$ cat src/rtl/instr_fetcher.sv
// instr_fetcher: fetch-stage controller. Owns the fetch PC, issues one
// outstanding instruction-cache request at a time, hands the returned word to
// the branch predictor and pushes {instr, pc, taken} into the instruction queue.
// A ROB clear redirects the PC. Any response still in flight is drained.
//
// Build option: define FETCH_PREDICT_EN to follow the predictor's next-PC and
// taken bit. Left undefined, fetch is sequential (pc+4) and the predictor
// inputs are ignored.
module instr_fetcher #(
   parameter logic [31:0] RESET_PC = 32'h0
) (
   input  logic        clk,
   input  logic        rst,
   input  logic        rdy,
   output logic        ic_req,
   output logic [31:0] ic_addr,
   input  logic        ic_valid,
   input  logic [31:0] ic_instr,
   output logic        pred_instr_valid,
   output logic [31:0] pred_instr,
   output logic [31:0] pred_pc,
   input  logic        pred_jump,
   input  logic [31:0] pred_next_pc,
   input  logic        iq_full,
   output logic        iq_push,
   output logic [31:0] iq_instr,
   output logic [31:0] iq_pc,
   output logic        iq_pred_jump,
   input  logic        rob_clear,
   input  logic [31:0] rob_target_pc
);

   localparam logic [1:0] IDLE  = 2'd0;  // about to issue a request for pc
   localparam logic [1:0] WAIT  = 2'd1;  // request outstanding
   localparam logic [1:0] HOLD  = 2'd2;  // word parked, queue was full
   localparam logic [1:0] DRAIN = 2'd3;  // flushed request, drop its response

   typedef struct packed {
      logic [31:0] instr;
      logic [31:0] pc;
      logic        jump;
   } iq_entry_t;

   logic [1:0]  state;
   logic [31:0] pc;
   logic [31:0] hold_instr;
   logic [31:0] next_pc;
   logic        push_jump;
   logic        word_here;
   logic        push_now;
   iq_entry_t   push_entry;

   // A word is available to the predictor either straight off the cache
   // (WAIT with a response) or from the parking register (HOLD).
   assign word_here  = ((state == WAIT) && ic_valid) || (state == HOLD);
   assign pred_pc    = pc;
   assign pred_instr = (state == HOLD) ? hold_instr : ic_instr;

`ifdef FETCH_PREDICT_EN
   assign next_pc          = pred_next_pc;
   assign push_jump        = pred_jump;
   assign pred_instr_valid = word_here;
`else
   // Sequential fetch only; taken branches are repaired by the ROB clear.
   logic unused_pred;
   assign unused_pred      = pred_jump ^ (^pred_next_pc);
   assign next_pc          = pc + 32'd4;
   assign push_jump        = 1'b0;
   assign pred_instr_valid = 1'b0;
`endif

   // A push commits when a word is present, the queue has room on this edge
   // and no flush is in progress. rdy gating is applied in the register block.
   assign push_now = word_here && !iq_full && !rob_clear;

   always_comb begin
      push_entry       = '0;
      push_entry.instr = pred_instr;
      push_entry.pc    = pc;
      push_entry.jump  = push_jump;
   end

   // Queue push port: one-cycle strobe, payload held between pushes.
   always_ff @(posedge clk or negedge rst) begin
      if (!rst) begin
         iq_push      <= 1'b0;
         iq_instr     <= 32'h0;
         iq_pc        <= 32'h0;
         iq_pred_jump <= 1'b0;
      end else begin
         iq_push <= rdy && push_now;
         if (rdy && push_now) begin
            iq_instr     <= push_entry.instr;
            iq_pc        <= push_entry.pc;
            iq_pred_jump <= push_entry.jump;
         end
      end
   end

   // Fetch PC: redirect on flush, advance on each committed push.
   always_ff @(posedge clk or negedge rst) begin
      if (!rst) begin
         pc <= RESET_PC;
      end else if (rdy) begin
         if (rob_clear)
            pc <= rob_target_pc;
         else if (push_now)
            pc <= next_pc;
      end
   end

   // Parking register for a word that arrived while the queue was full.
   always_ff @(posedge clk or negedge rst) begin
      if (!rst) begin
         hold_instr <= 32'h0;
      end else if (rdy && !rob_clear && (state == WAIT) && ic_valid && iq_full) begin
         hold_instr <= ic_instr;
      end
   end

   // Fetch FSM and cache request port. A flush wins over everything; a flush
   // with a request still outstanding goes to DRAIN so its response is dropped.
   always_ff @(posedge clk or negedge rst) begin
      if (!rst) begin
         state   <= IDLE;
         ic_req  <= 1'b0;
         ic_addr <= 32'h0;
      end else if (rdy) begin
         if (rob_clear) begin
            case (state)
               WAIT, DRAIN: begin
                  if (ic_valid) begin
                     ic_req <= 1'b0;
                     state  <= IDLE;
                  end else begin
                     state  <= DRAIN;
                  end
               end
               default: state <= IDLE;
            endcase
         end else begin
            case (state)
               IDLE: begin
                  ic_req  <= 1'b1;
                  ic_addr <= pc;
                  state   <= WAIT;
               end
               WAIT: begin
                  if (ic_valid) begin
                     ic_req <= 1'b0;
                     state  <= iq_full ? HOLD : IDLE;
                  end
               end
               HOLD: begin
                  if (!iq_full)
                     state <= IDLE;
               end
               default: begin
                  if (ic_valid) begin
                     ic_req <= 1'b0;
                     state  <= IDLE;
                  end
               end
            endcase
         end
      end
   end

endmodule

$ cat config.mk
export PLATFORM = sky130hd
export DESIGN_NAME = instr_fetcher
export DESIGN_NICKNAME = d
export VERILOG_FILES = /design/src/rtl/instr_fetcher.sv
export SDC_FILE = /design/constraint.sdc
export NUM_CORES = 1
export LEC_CHECK = 0
export ABC_CLOCK_PERIOD_IN_PS = 2000
export CAP_MARGIN = 20
export CELL_PAD_IN_SITES_DETAIL_PLACEMENT = 0
export CELL_PAD_IN_SITES_GLOBAL_PLACEMENT = 1
export CORE_MARGIN = 2
export CORE_UTILIZATION = 30
export CTS_CLUSTER_DIAMETER = 150
export CTS_CLUSTER_SIZE = 30
export DETAILED_ROUTE_END_ITERATION = 6
export PLACE_DENSITY_LB_ADDON = 0.1
export SYNTH_ARGS = -nofsm -noshare
export SYNTH_HDL_FRONTEND = slang
export SYNTH_SLANG_ARGS = --single-unit
$ cat constraint.sdc
create_clock -name clk -period 2 [get_ports clk]
set_input_delay 0.2 -clock clk [delete_from_list [all_inputs] [get_ports clk]]
set_output_delay 0.2 -clock clk [all_outputs]
set_load 0.01 [all_outputs]
==> impl_metrics.py <==
metrics = {
    "timing": {
        "fin_worst_skew_ns": 0.0116,
        "fmax_mhz": 517,
        "rsz0062_at_grt": "yes",
        "setup_slack_ns": 0.0649,
        "hold_viol": 0,
        "fin_crit_sh_pct": 96.8,
        "fin_crit_ns": 1.94,
        "finalSetupViolations": 0,
        "slew_violations": 0,
    },
    "yosys": {
        "synth_edf_count": 0,
        "syn_inst": 780,
        "ys_seq_area_share_pct": 54.4,
        "syn_area_um2": 7550,
        "syn-mean-instance-area_um2": 9.68,
        "yosysUniqueCellTypes": 56,
        "synthFlopType": "dfrtp_1",
        "netlist.area_leader.share_pct": 54.4,
        "synth_top_area_cell": "dfrtp_1",
        "ys_seq_elements": 164,
        "synth_area_leaders": "dfrtp_1, nand2_1, mux2_2, mux2_1, o22ai_1",
        "async_flop_share_pct": 100,
        "yosys_warnings": 0,
    },
    "power_and_ir_drop": {
        "p_per_area_nw_per_um2": 1300,
        "p_leak_uw": 0.00530,
        "peakVddDrop_uv": 546,
        "power.total_uw": 14800,
    },
    "worst_setup_path": {
        "arrival_ns": 1.74,
        "crit_buf_inv": 3,
        "path_class": "reg2out",
        "worst_path_largest_cell_delay_ns": 0.44,
        "worst-endpoint-required_ns": 1.80,
        "rrSetupSlack_ns": 0.15,
        "start_kind": "flip-flop",
        "crit_slowest_cell": "dfrtp_2",
        "cp_cell_sequence": "nor2b_4 > buf_4 > buf_12 > nand2_1 > nand2_1 > clkdlybuf4s15_1",
        "end_kind": "primary output",
        "cp_max_fo": 23,
        "cp_common_cell": "nand2_1",
        "critical_path.top_delay_family": "buffers and inverters",
    },
    "cts": {
        "clockBufferDepth": 2,
        "cts_sinks": 164,
        "clkTransAtPathRegs_ns": 0.07,
        "cts_tree": "built",
        "clockRootBuffer": "clkbuf_16",
        "h-tree-depth": 4,
        "insertion_delay_ns": 0.43,
        "cts_buffers": 17,
    },
    "floorplanning": {
        "rows": 58,
        "die_x_um": 163,
        "core_um2": 25000,
        "pin_count": 267,
        "dieHeight_um": 163,
        "die_area_um2": 26400,
        "initial_core_util_pct": 30.2,
    },
    "grt": {
        "grt_pass1_vias": 6692,
        "grt_max_degree": 48,
        "antenna_found_initial": 1,
        "overflow": 0,
        "grt_pass1_wl_mm": 37.7,
        "grtUsageTotal_pct": 18.3,
    },
    "route": {
        "drt_iter0_drc": 288,
        "drtPass1Iterations": 5,
        "drt_wl_total_mm": 23.5,
        "ant_nets": 0,
        "wl_per_cell_um": 16.8,
        "avgViaCountPerCell": 4.62,
        "drc": 0,
        "via_count": 6479,
    },
    "status": {
        "outcome": "completed",
    },
    "layout": {
        "area_growth_syn_to_layout_pct": 50.7,
        "drive_gt1_share_pct": 17.5,
        "layoutNonFillerInstCount": 1402,
        "final_common_cell": "nand2_1",
        "nets": 1163,
        "antenna-diode-count": 0,
        "layout_common_cells": "nand2_1, clkdlybuf4s50_1, dfrtp_1",
    },
    "place": {
        "place.gp.congestion": 0.765,
        "pre_cts_ws_ns": 0.00749,
        "post-place-cells": 1366,
        "portBuffers": 231,
        "hpwl_mm": 16.4,
    },
    "min_path": {
        "hold_path.class": "in2async",
    },
    "flow_run": {
        "cap_violations": 0,
    },
}
sequential cells by signal (all words and copies together), names as in the netlist:
signal,cells
hold_instr,32
ic_addr,32
iq_instr,32
iq_pc,32
pred_pc,32
state,2
ic_req,1
iq_push,1
area by class of cell:
type                    instances  area, um^2
repair buffers                312        3030
well taps                     330         413
flip-flops and latches        164        4110
multi-input cells             556        3190
clock inverters                12         145
fillers                      2476       13600
clock buffers                  20         457
inverters                       8        31.3
per-stage QoR:
stage               hold WS (ns)  TNS (ns)  util (%)  cell area [um^2]
finish                     0.214         0      45.6             11400
global route               0.231   -0.0745      45.6             11400
CTS                        0.217    -0.271      45.5             11400
detailed placement         0.110         0      43.1             10800
global placement           0.106   -0.0180      43.1             10800
floorplan                -0.0956         0         -              7550
per-layer routing:
metal  track usage (%)  vias up  wire length [um]
met5                 0        -                15
met4              3.70        2               248
met3              5.04       18              1400
met2              29.6      161             11000
met1              24.6     3123             10800
li1                  -     3175                 -
cell usage after synthesis, types with 2 or more instances:
| master | n |
|---|---|
| buf_2 | 16 |
| nor3b_1 | 4 |
| a31oi_1 | 5 |
| nand4_1 | 13 |
| and2_1 | 7 |
| nor2b_1 | 3 |
| buf_1 | 2 |
| nand3_4 | 2 |
| nor4_1 | 2 |
| mux2_2 | 40 |
| buf_4 | 10 |
| nand3_1 | 10 |
| nor4_4 | 3 |
| mux2i_1 | 4 |
| nor3_1 | 8 |
| clkbuf_1 | 24 |
| nor2_1 | 26 |
| nand2b_1 | 2 |
| a21o_1 | 3 |
| and3_1 | 7 |
| and4_1 | 6 |
| o221ai_1 | 2 |
| a31o_1 | 2 |
| inv_1 | 7 |
| mux2_1 | 24 |
| o22ai_1 | 19 |
| dfrtp_1 | 164 |
| a311oi_1 | 5 |
| and2_2 | 2 |
| a21oi_1 | 23 |
| nand2_1 | 302 |
| o21ai_0 | 9 |
worst paths after layout:
kind / startpoint / endpoint / cells past startpoint
max in group asynchronous: rst / pred_pc[18] / 3
min reg2reg: iq_instr[24] / iq_instr[24] / 2
max reg2reg: state[1] / iq_pc[13] / 8
min in group clk: rob_target_pc[1] / pred_pc[1] / 3
min: rst / iq_instr[9] / 2
max: state[0] / pred_instr[12] / 6
repair_timing:
item                                    CTS  global route
endpoints found under the hold margin    27             0
buffers inserted                          2             1
resized for setup                        33            36
endpoints found under the setup margin   32             5
hold buffers                              1             0
cell families after synthesis:
| group | share of synthesized area (%) |
|---|---|
| AND/OR/NAND/NOR | 24.1 |
| flip-flops | 54.4 |
| adder cells (fa/ha/maj) | 0.166 |
| other | 0.0497 |
| AO/OA/AOI/OAI | 7.31 |
| buffers and inverters | 3.90 |
| multiplexers | 10.1 |
report_power, final:
group,switching [uW],leakage (uW),internal [uW]
Sequential,784,0.00204,4710
Combinational,2570,0.00298,3350
Clock,1490,0.000282,1930
Power figures use the tool's default switching activity.
